**src/rtl/clkdiv_pkg.sv**
```systemverilog
// Shared types and defaults for the divided-clock period meter.
package clkdiv_pkg;

  typedef enum logic [2:0] {
    IDLE,
    ARM,
    HIGH,
    LOW,
    DONE
  } meter_state_e;

  localparam int unsigned CNT_W_DEF = 16;
  localparam int unsigned SAT_DEF   = (2 ** CNT_W_DEF) - 1;

endpackage

```
**src/rtl/clkdiv_period_meter_edge_detect.sv**
```systemverilog
// Edge detector for the measured signal; CLKDIV_METER_SYNC_EN inserts a
// 2-flop synchronizer ahead of the sig_d register for asynchronous sources.
module clkdiv_edge_detect
  import clkdiv_pkg::*;
(
  input  logic clk_in,
  input  logic nrst,
  input  logic sig_in,
  output logic rise,
  output logic fall
);

  logic sig_s;
  logic sig_d;

`ifdef CLKDIV_METER_SYNC_EN
  logic [1:0] sync_q;

  always_ff @(posedge clk_in) begin
    if (!nrst) sync_q <= '0;
    else       sync_q <= {sync_q[0], sig_in};
  end

  assign sig_s = sync_q[1];
`else
  assign sig_s = sig_in;
`endif

  always_ff @(posedge clk_in) begin
    if (!nrst) sig_d <= 1'b0;
    else       sig_d <= sig_s;
  end

  assign rise = sig_s & ~sig_d;
  assign fall = ~sig_s & sig_d;

endmodule

```
**src/rtl/clkdiv_period_meter.sv**
```systemverilog
// Measures high phase and period of one cycle of sig_in in clk_in cycles.
// Optional macro CLKDIV_METER_SYNC_EN adds an input synchronizer (see edge detect).
//
// state | meaning
// IDLE  | waiting for start; results from the last measurement held
// ARM   | waiting for the first rising edge, bounded by ARM_TIMEOUT
// HIGH  | counting the high phase
// LOW   | counting the low phase until the next rising edge
// DONE  | result_valid; waits for ready (to IDLE) or start (to ARM)
module clkdiv_period_meter
  import clkdiv_pkg::*;
#(
  parameter int unsigned CNT_W       = CNT_W_DEF,
  parameter int unsigned ARM_TIMEOUT = SAT_DEF
) (
  input  logic             clk_in,
  input  logic             nrst,
  input  logic             sig_in,
  input  logic             start,
  output logic             busy,
  output logic [CNT_W-1:0] high_cnt,
  output logic [CNT_W-1:0] period_cnt,
  output logic             overflow,
  output logic             result_valid,
  input  logic             result_ready
);

  localparam logic [CNT_W-1:0] SAT      = '1;
  localparam logic [CNT_W-1:0] ARM_LOAD = CNT_W'(ARM_TIMEOUT - 1);
  localparam logic [CNT_W-1:0] CNT_ONE  = CNT_W'(1);

  meter_state_e     state, state_nx;
  logic [CNT_W-1:0] cnt, cnt_nx;
  logic [CNT_W-1:0] arm_timer, arm_timer_nx;
  logic [CNT_W-1:0] high_tmp, high_tmp_nx;
  logic [CNT_W-1:0] high_nx, period_nx;
  logic             overflow_nx;
  logic             rise, fall;

  clkdiv_edge_detect u_edge (
    .clk_in (clk_in),
    .nrst   (nrst),
    .sig_in (sig_in),
    .rise   (rise),
    .fall   (fall)
  );

  always_ff @(posedge clk_in) begin
    if (!nrst) begin
      state      <= IDLE;
      cnt        <= '0;
      arm_timer  <= '0;
      high_tmp   <= '0;
      high_cnt   <= '0;
      period_cnt <= '0;
      overflow   <= 1'b0;
    end else begin
      state      <= state_nx;
      cnt        <= cnt_nx;
      arm_timer  <= arm_timer_nx;
      high_tmp   <= high_tmp_nx;
      high_cnt   <= high_nx;
      period_cnt <= period_nx;
      overflow   <= overflow_nx;
    end
  end

  always_comb begin
    state_nx     = state;
    cnt_nx       = cnt;
    arm_timer_nx = arm_timer;
    high_tmp_nx  = high_tmp;
    high_nx      = high_cnt;
    period_nx    = period_cnt;
    overflow_nx  = overflow;
    case (state)
      IDLE: begin
        if (start) begin
          state_nx     = ARM;
          arm_timer_nx = ARM_LOAD;
        end
      end
      ARM: begin
        if (rise) begin
          state_nx = HIGH;
          cnt_nx   = CNT_ONE;
        end else if (arm_timer == '0) begin
          state_nx    = DONE;
          overflow_nx = 1'b1;
          high_nx     = '0;
          period_nx   = '0;
        end else begin
          arm_timer_nx = arm_timer - 1'b1;
        end
      end
      HIGH: begin
        cnt_nx = cnt + 1'b1;
        // A high phase of SAT cycles leaves no room for the period, even if
        // the fall arrives on this very cycle, so it is reported as overflow.
        if (cnt == SAT) begin
          state_nx    = DONE;
          overflow_nx = 1'b1;
          high_nx     = SAT;
          period_nx   = SAT;
        end else if (fall) begin
          state_nx    = LOW;
          high_tmp_nx = cnt;
        end
      end
      LOW: begin
        cnt_nx = cnt + 1'b1;
        if (rise) begin
          state_nx    = DONE;
          overflow_nx = 1'b0;
          high_nx     = high_tmp;
          period_nx   = cnt;
        end else if (cnt == SAT) begin
          state_nx    = DONE;
          overflow_nx = 1'b1;
          high_nx     = high_tmp;
          period_nx   = SAT;
        end
      end
      DONE: begin
        if (start) begin
          state_nx     = ARM;
          arm_timer_nx = ARM_LOAD;
        end else if (result_ready) begin
          state_nx = IDLE;
        end
      end
      default: state_nx = IDLE;
    endcase
  end

  assign busy         = (state == ARM) || (state == HIGH) || (state == LOW);
  assign result_valid = (state == DONE);

endmodule

```
**config.mk**
```make
export PLATFORM = sky130hd
export DESIGN_NAME = clkdiv_period_meter
export DESIGN_NICKNAME = d
export VERILOG_FILES = /design/src/rtl/clkdiv_pkg.sv /design/src/rtl/clkdiv_period_meter_edge_detect.sv /design/src/rtl/clkdiv_period_meter.sv
export SDC_FILE = /design/constraint.sdc
export NUM_CORES = 1
export LEC_CHECK = 0
export ABC_AREA = 1
export BUFFER_PORTS_ARGS = -buffer_cell sky130_fd_sc_hd__buf_4
export CAP_MARGIN = 5
export CORE_MARGIN = 1
export CORE_UTILIZATION = 50
export DETAILED_ROUTE_END_ITERATION = 12
export PLACE_DENSITY = 0.8
export REMOVE_ABC_BUFFERS = 1
export SETUP_SLACK_MARGIN = 0.2
export SYNTH_ARGS = -nofsm -noshare
export SYNTH_HDL_FRONTEND = slang
export SYNTH_SLANG_ARGS = --single-unit
```
**constraint.sdc**
```tcl
create_clock -name clk_in -period 2.3 [get_ports clk_in]
set_input_delay 0 -clock clk_in [delete_from_list [all_inputs] [get_ports clk_in]]
set_output_delay 0 -clock clk_in [all_outputs]
set_load 0.01 [all_outputs]
```
# == Word-level counts from Yosys, hierarchy flattened ==
# Cells that the tools add are included.
# op_classes
add_sub_neg,2
n_mul,0
div_mod_pow,0
n_lt_le_gt_ge,0
eq_ne,16
shifts,0
mux,30
n_bitwise,5
reduce_logical,15
# ops
operator,count
$mux 16,11
$pmux 16 s3,2
$pmux 16 s2,2
$mux 3,9
$add 16x1->16 const B,1
$eq 16x16->1 const B,1
$logic_not 16->1,1
$sub 16x1->16 const B,1
$pmux 3 s5,1
$ne 2x2->1 const B,6
$reduce_and 5->1,2
$ne 3x3->1 const B,3
$eq 3x2->1 const B,2
$reduce_and 3->1,2
$mux 1,4
$reduce_and 4->1,1
$reduce_bool 2->1,2
$reduce_or 2->1,2
$eq 3x1->1 const B,1
$eq 3x3->1 const B,1
$logic_not 3->1,1
$ne 3x2->1 const B,1
$not 1->1,3
$pmux 1 s3,1
other kinds (5),7
# word_totals
regBits,85
latch_bits,0
ramBits,0
mem_bits_ro,0
elab_cells,76
memories,0

# == Depth between registers and ports, before layout ==
# Gate-level depths: netlist (run 1).
# logic_depth
word_depth,5
mapped_depth,12
ltp_nobuf,11

# == By module ==
# Synthesis (run 1) repeated with hierarchy kept, for this count alone.
# hier_totals
cells_unflattened,722
hier_area_um2,4600.7
# modules_own_cells
mod,instances,cells_each,area_each_um2,seq_area_each_um2
clkdiv_period_meter,1,715,4555.6,1681.6
clkdiv_edge_detect,1,7,45.0,20.0

# == Worst setup path before layout (run 1) ==
# OpenSTA, ideal clock, no wires.
# synth_timing
path_kind,register to register
startpoint,reg cnt[1]
endpoint,reg high_cnt[10]
arrival_ps,1550
t_required_ps,2187
slack_ps,637
stages_incl_launch_ff,12
n_path_buf,1
period_less_slack_ps,1663
path_cell_list,dfxtp_1 ha_1 nand2_2 nor2_2 nand2_2 nor2_4 nor2_4 nor2_8 buf_6 nand4_1 nand2_1 nor2_1
# synth_between
elab_chain_len,3
elab_cells_between_ends,4
# synth_rtl
item,line_no,source
from (decl),clkdiv_period_meter.sv:33,"logic [CNT_W-1:0] cnt, cnt_nx;"
from (signal assigned),clkdiv_period_meter.sv:59,cnt <= cnt_nx;
$eq 16x16->1 *,"clkdiv_period_meter.sv:100, clkdiv_period_meter.sv:117",
$ne 3x3->1 (no line) / $ne 2x2->1 (equally long branches),--,
$reduce_and 5->1 (no line) *,--,
to (signal assigned),clkdiv_period_meter.sv:62,high_cnt <= high_nx;
to (decl),clkdiv_period_meter.sv:21,"output logic [CNT_W-1:0] high_cnt,"
# Every way passes the cells marked *; elsewhere a longest branch is shown, timed or not.
# A chain may end at the register's enable or synchronous reset.

# == Final worst setup path (run 1) ==
# layout_timing
startpoint,reg cnt[0]
endpoint,reg high_cnt[3]
# Same word-level chain as after synthesis.

==> impl_metrics.toml, run 1 <==
[detailed_routing]
wire_per_inst_um = 13.2
finalWirelength_mm = 11.3
drt_first_iter_violations = 221
via_count = 4571
ant_nets = 0
post_drt_via_cell_ratio = 5.33
met1_length_mm = 5.17
top_signal_layer_used = "met4"
wl_met3_um = 619
route.met2.wl_mm = 5.36
drt_pre_antenna_iters = 5
drc_errors = 0

[timing]
finalWorstPathRequiredPeriod_ns = 1.98
setup_tns_final_ns = 0
rsz0062_at_grt = "no"
final_min_period_over_clock_period = 0.863
finalMaxSlewViolations = 0
hold_viol = 0
setup_viol = 0
maximum_clock_skew_at_final_layout_ns = 0.0123
tightest_slew_ns = 0.658
timing.slew.headroom = 0.560
max_freq_mhz = 504

[global_route]
grt_antenna_before_repair = 0
grt_first_pass_wirelength_mm = 18.5
grt_pass1_vias = 3997
gr-total-overflow = 0
grtUsageTotal = 0.238
grt_max_degree = 38

[power_and_ir_drop]
irDropWorstVdd_v = 0.000440
totalPowerFinal_w = 0.00593
leakagePower_nw = 2.32
p_per_area_nw_per_um2 = 1130

[synth]
count_of_synthesis_stage_warnings_from_yosys = 0
ys_types = 32
netlist_instances = 701
synth-async-reset-ratio = 0
synth_ff_type = "dfxtp_1"
postSynthAreaPerCell_sq_um = 6.50
netlist_area_sq_um = 4560
ys_seq_area_frac = 0.373
number_of_flip_flops_and_latches_in_the_synthesized_netlist = 85
synth_edf_count = 0

[final_layout]
synthToLayoutAreaGrowth_pct = 14.8
seqCellArea_sq_um = 1700
layout-drive-gt1-share = 0.150
final_cell_mix = "nand2_1 (162), nand3_1 (95), dfxtp_1 (84)"
layout.filler_cells = 831
n_antenna_cell = 0
final_design_area_excluding_fillers_sq_um = 5230
multi_input_area_sq_um = 2410
final_common_cell = "nand2_1"
finalNetCount = 751

[floorplanning]
num_io_pins = 40
core_region_area_sq_um = 8760
initial_utilization = 0.520
die_h_um = 97.5
die_x_um = 97.5
placementRows = 34
fp.dieArea_sq_um = 9500

[critical_path]
path_cells = "ha_1, nand2_2, nor2_2, nand2_2, inv_1, nand2_8, nand3_4, nand2_4, nor2_4, nor2_1, nor2_1"
maximum_single_stage_delay_on_the_critical_path_ns = 0.42
startpoint_type = "register"
worst_ep_arrival_time_ns = 2.29
critical_path.endpoint_type = "register"
criticalPathCategory = "register to register"
cp_data_required_time_ns = 2.61
critPathMaxFanout = 19
highest_delay_cell_along_the_critical_path = "dfxtp_1"

[placement]
place.gp.congestion = 0.903
placedInstanceArea_sq_um = 4920
dpl.hpwl_mm = 7.42
port_buffers = 39

[outcome]
status = "completed"

[clock_network]
cts_made_buffers = 9
cts.sink_count = 85
cts.root.buffer_cell = "clkbuf_8"
cts_buffer_depth = 2
tritoncts_clock_tree = "done"
cts.htree.levels = 3
insertion_delay_ns = 0.37
clkTransAtPathRegs_ns = 0.10

[min_path]
holdCritPathClass = "primary input to register"

[job]
drv.max_cap_violation_count = 0
[cells in the mapped netlist (3+ instances only)]
| library cell | count | area (sq um) |
|---|---|---|
| xor2_1 | 3 | 26.3 |
| inv_1 | 80 | 300 |
| dfxtp_1 | 85 | 1700 |
| a21oi_1 | 48 | 240 |
| nand2_4 | 3 | 33.8 |
| nor3_1 | 5 | 25.0 |
| nand2_1 | 163 | 612 |
| nor2_4 | 5 | 56.3 |
| clkbuf_1 | 16 | 60.1 |
| nand3_1 | 95 | 475 |
| inv_2 | 5 | 18.8 |
| nand2_2 | 8 | 50.1 |
| buf_2 | 8 | 40.0 |
| o21ai_0 | 50 | 250 |
| buf_1 | 3 | 11.3 |
| nor2_1 | 77 | 289 |
| nor2_2 | 7 | 43.8 |
| nand4_1 | 22 | 138 |
[metrics by stage]
step                      setup slack, ns  utilization  std cells  hold slack (ns)
final                               0.316        0.597        857          0.00327
after global placement              0.375        0.562        829            0.199
after global routing                0.183        0.597        857           0.0355
after floorplan                     0.207            -        670           0.0935
after CTS                           0.229        0.585        847         0.000966
after detailed placement            0.275        0.562        829            0.202
[cells by family (layout without fill, tap and decap cells)]
kind of cell             count (synthesis)  in the layout  share of synthesized area
buffers and inverters                  117            163                      0.105
AO/OA/AOI/OAI                          101            101                      0.112
adder cells (fa/ha/maj)                  2              2                    0.00549
flip-flops                              85             85                      0.373
AND/OR/NAND/NOR                        393            395                      0.398
XOR/XNOR                                 3              3                    0.00577
[where the power goes]
group | internal, W | switching [W]
sequential | 0.00177 | 0.000228
combinational | 0.00106 | 0.00186
clock | 0.000408 | 0.000595
total | 0.00325 | 0.00268
[sequential cells by signal, indices dropped and copies added, names as in the netlist]
| signal | cells |
|---|---|
| arm_timer | 16 |
| cnt | 16 |
| high_cnt | 16 |
| high_tmp | 16 |
| overflow | 1 |
| period_cnt | 16 |
| state | 3 |
| u_edge.sig_d | 1 |
[layer usage]
layer,track usage,vias up
met4,0.0814,0
met2,0.394,130
met3,0.0388,19
met1,0.314,2065
li1,-,2357
met5,0,-
[path summary, 6_finish.rpt]
check	from	end	slack, ns	cells after the start
max	cnt[0]	high_cnt[3]	0.32	11
min reg2reg	high_tmp[3]	high_tmp[3]	0.46	2
min	start	state[2]	0.003	4
max reg2reg	cnt[0]	high_cnt[3]	0.32	11
[final cells by class]
type / instances / share of cell area
Inverter: 86 / 0.0624
Multi-Input combinational cell: 501 / 0.461
Clock buffer: 9 / 0.0237
Clock inverter: 7 / 0.0108
Tap cell: 108 / 0.0258
Timing Repair Buffer: 61 / 0.0909
Sequential cell: 85 / 0.326
[critical path, delay by kind of cell, from the launching register on]
family | cells | cell delay [ns]
adder cells (fa/ha/maj) | 1 | 0.23
AND/OR/NAND/NOR | 9 | 1.12
buffers and inverters | 1 | 0.17
flip-flops | 1 | 0.42
[repair_timing]
item | CTS | global route
endpoints found under the setup margin | 0 | 36
hold buffers | 2 | 0
gates resized for setup | 0 | 4
endpoints found under the hold margin | 2 | 0
setup buffers | 0 | 8
(Power assumes the default switching activity.)
==> inputs of run 2 (changes only) <==
- REMOVE_ABC_BUFFERS: 1 -> not set
- TNS_END_PERCENT: not set -> 20
==> impl_metrics.toml, run 2 (synthesized netlist as in run 1, its figures left out) <==
[outcome]
status = "completed"

[detailed_routing]
via_count = 4625
wire_per_inst_um = 12.9
drc_errors = 0
drt_pre_antenna_iters = 5
ant_nets = 0
post_drt_via_cell_ratio = 5.44
finalWirelength_mm = 10.9
drt_first_iter_violations = 350

[final_layout]
final_cell_mix = "nand2_1 (163), nand3_1 (95), dfxtp_1 (84)"
layout-drive-gt1-share = 0.139
final_common_cell = "nand2_1"
synthToLayoutAreaGrowth_pct = 13.6
n_antenna_cell = 0
layout.filler_cells = 820
finalNetCount = 744

[power_and_ir_drop]
leakagePower_nw = 2.31
p_per_area_nw_per_um2 = 1150
totalPowerFinal_w = 0.00593
irDropWorstVdd_v = 0.000499

[placement]
dpl.hpwl_mm = 7.72
place.gp.congestion = 0.945
port_buffers = 39

[critical_path]
setup.reg_to_reg.worst_slack_ns = 0.33
worst_setup_path_startpoint = "cnt[0]"
critPathMaxFanout = 18
highest_delay_cell_along_the_critical_path = "dfxtp_1"
criticalPathCategory = "register to register"
startpoint_type = "register"
timing.rr.start = "cnt[0]"
maximum_single_stage_delay_on_the_critical_path_ns = 0.40
worst_ep_arrival_time_ns = 2.27
cp_data_required_time_ns = 2.60
path_cells = "ha_1, nand2_2, nor2_2, nand2_2, inv_1, nand2_4, nand3_4, nand2_4, nor2_4, nor2_1, nor2_1"
critical_path.endpoint_type = "register"

[timing]
tightest_slew_ns = 0.609
maximum_clock_skew_at_final_layout_ns = 0.0101
final_min_period_over_clock_period = 0.859
max_freq_mhz = 506
setup_viol = 0
rsz0062_at_grt = "no"
fin_hold_ws_ns = 0.0530
finalWorstPathRequiredPeriod_ns = 1.97
finalMaxSlewViolations = 0
setup_tns_final_ns = 0
hold_viol = 0
timing.slew.headroom = 0.593

[global_route]
grtUsageTotal = 0.234
grt_pass1_vias = 4239
grt_max_degree = 39
grt_antenna_before_repair = 0
grt_first_pass_wirelength_mm = 18.5
gr-total-overflow = 0

[min_path]
min-delay-start = "nrst"
holdCritPathClass = "primary input to register"

[clock_network]
cts.root.buffer_cell = "clkbuf_8"
cts.sink_count = 85
cts_made_buffers = 9
tritoncts_clock_tree = "done"
cts_buffer_depth = 2
insertion_delay_ns = 0.36
clkTransAtPathRegs_ns = 0.09
cts.htree.levels = 3

[synth]
synth_nets = 708

[floorplanning]
die_x_um = 97.5
fp.dieArea_sq_um = 9500
initial_utilization = 0.520
placementRows = 34
core_region_area_sq_um = 8760
die_h_um = 97.5
num_io_pins = 40

[job]
drv.max_cap_violation_count = 0
-- run 2: through the flow --
stage                util  area, sq um  instances  worst slack, ns
global route        0.591         5170        850            0.186
global placement    0.560         4910        827            0.432
floorplan               -         4560        701            0.637
finish              0.591         5170        850            0.325
CTS                 0.586         5140        846            0.258
detailed placement  0.560         4910        827            0.297
-- run 2: what timing repair did --
| item | 4_1_cts | 5_1_grt |
|---|---|---|
| setup endpoints to repair | 0 | 18 |
| setup buffers | 0 | 3 |
| endpoints found under the hold margin | 2 | 0 |
| gates resized for setup | 0 | 2 |
| hold buffers | 3 | 0 |
-- run 2: worst max-delay path, delay by kind of cell (launching register included) --
kind                     cells  cell delay (ns)
flip-flops                   1             0.40
adder cells (fa/ha/maj)      1             0.24
buffers and inverters        1             0.11
AND/OR/NAND/NOR              9             1.16
-- run 2: routing by layer --
| layer | part of all wire | wire (um) | global-route usage | vias to the layer above |
|---|---|---|---|---|
| li1 | - | - | - | 2343 |
| met1 | 0.43 | 4730 | 0.267 | 2141 |
| met2 | 0.51 | 5550 | 0.425 | 113 |
| met3 | 0.040 | 439 | 0.0525 | 28 |
| met4 | 0.020 | 218 | 0.0860 | 0 |
| met5 | 0 | 0 | 0 | - |
-- run 2: cell type report --
cell class / instances / area [sq um] / area share
multi-input cells: 500 / 2390 / 0.462
flip-flops and latches: 85 / 1700 / 0.329
repair buffers: 55 / 424 / 0.0820
inverters: 86 / 324 / 0.0626
well taps: 108 / 135 / 0.0261
clock buffers: 9 / 124 / 0.0239
clock inverters: 7 / 75.1 / 0.0145
-- run 2: power by group --
part	leakage, nW	switching [W]	internal, W
registers	0.692	0.000241	0.00177
clock network	0.0918	0.000566	0.000505
logic	1.52	0.00183	0.00102
total	2.31	0.00263	0.00330
-- run 2: final timing paths --
check                           depth (start not counted)       endpoint
worst max-delay path                                   11    high_cnt[8]
worst min-delay path                                    3  period_cnt[2]
worst max register to register                         11    high_cnt[8]
worst min register to register                          2    high_tmp[4]
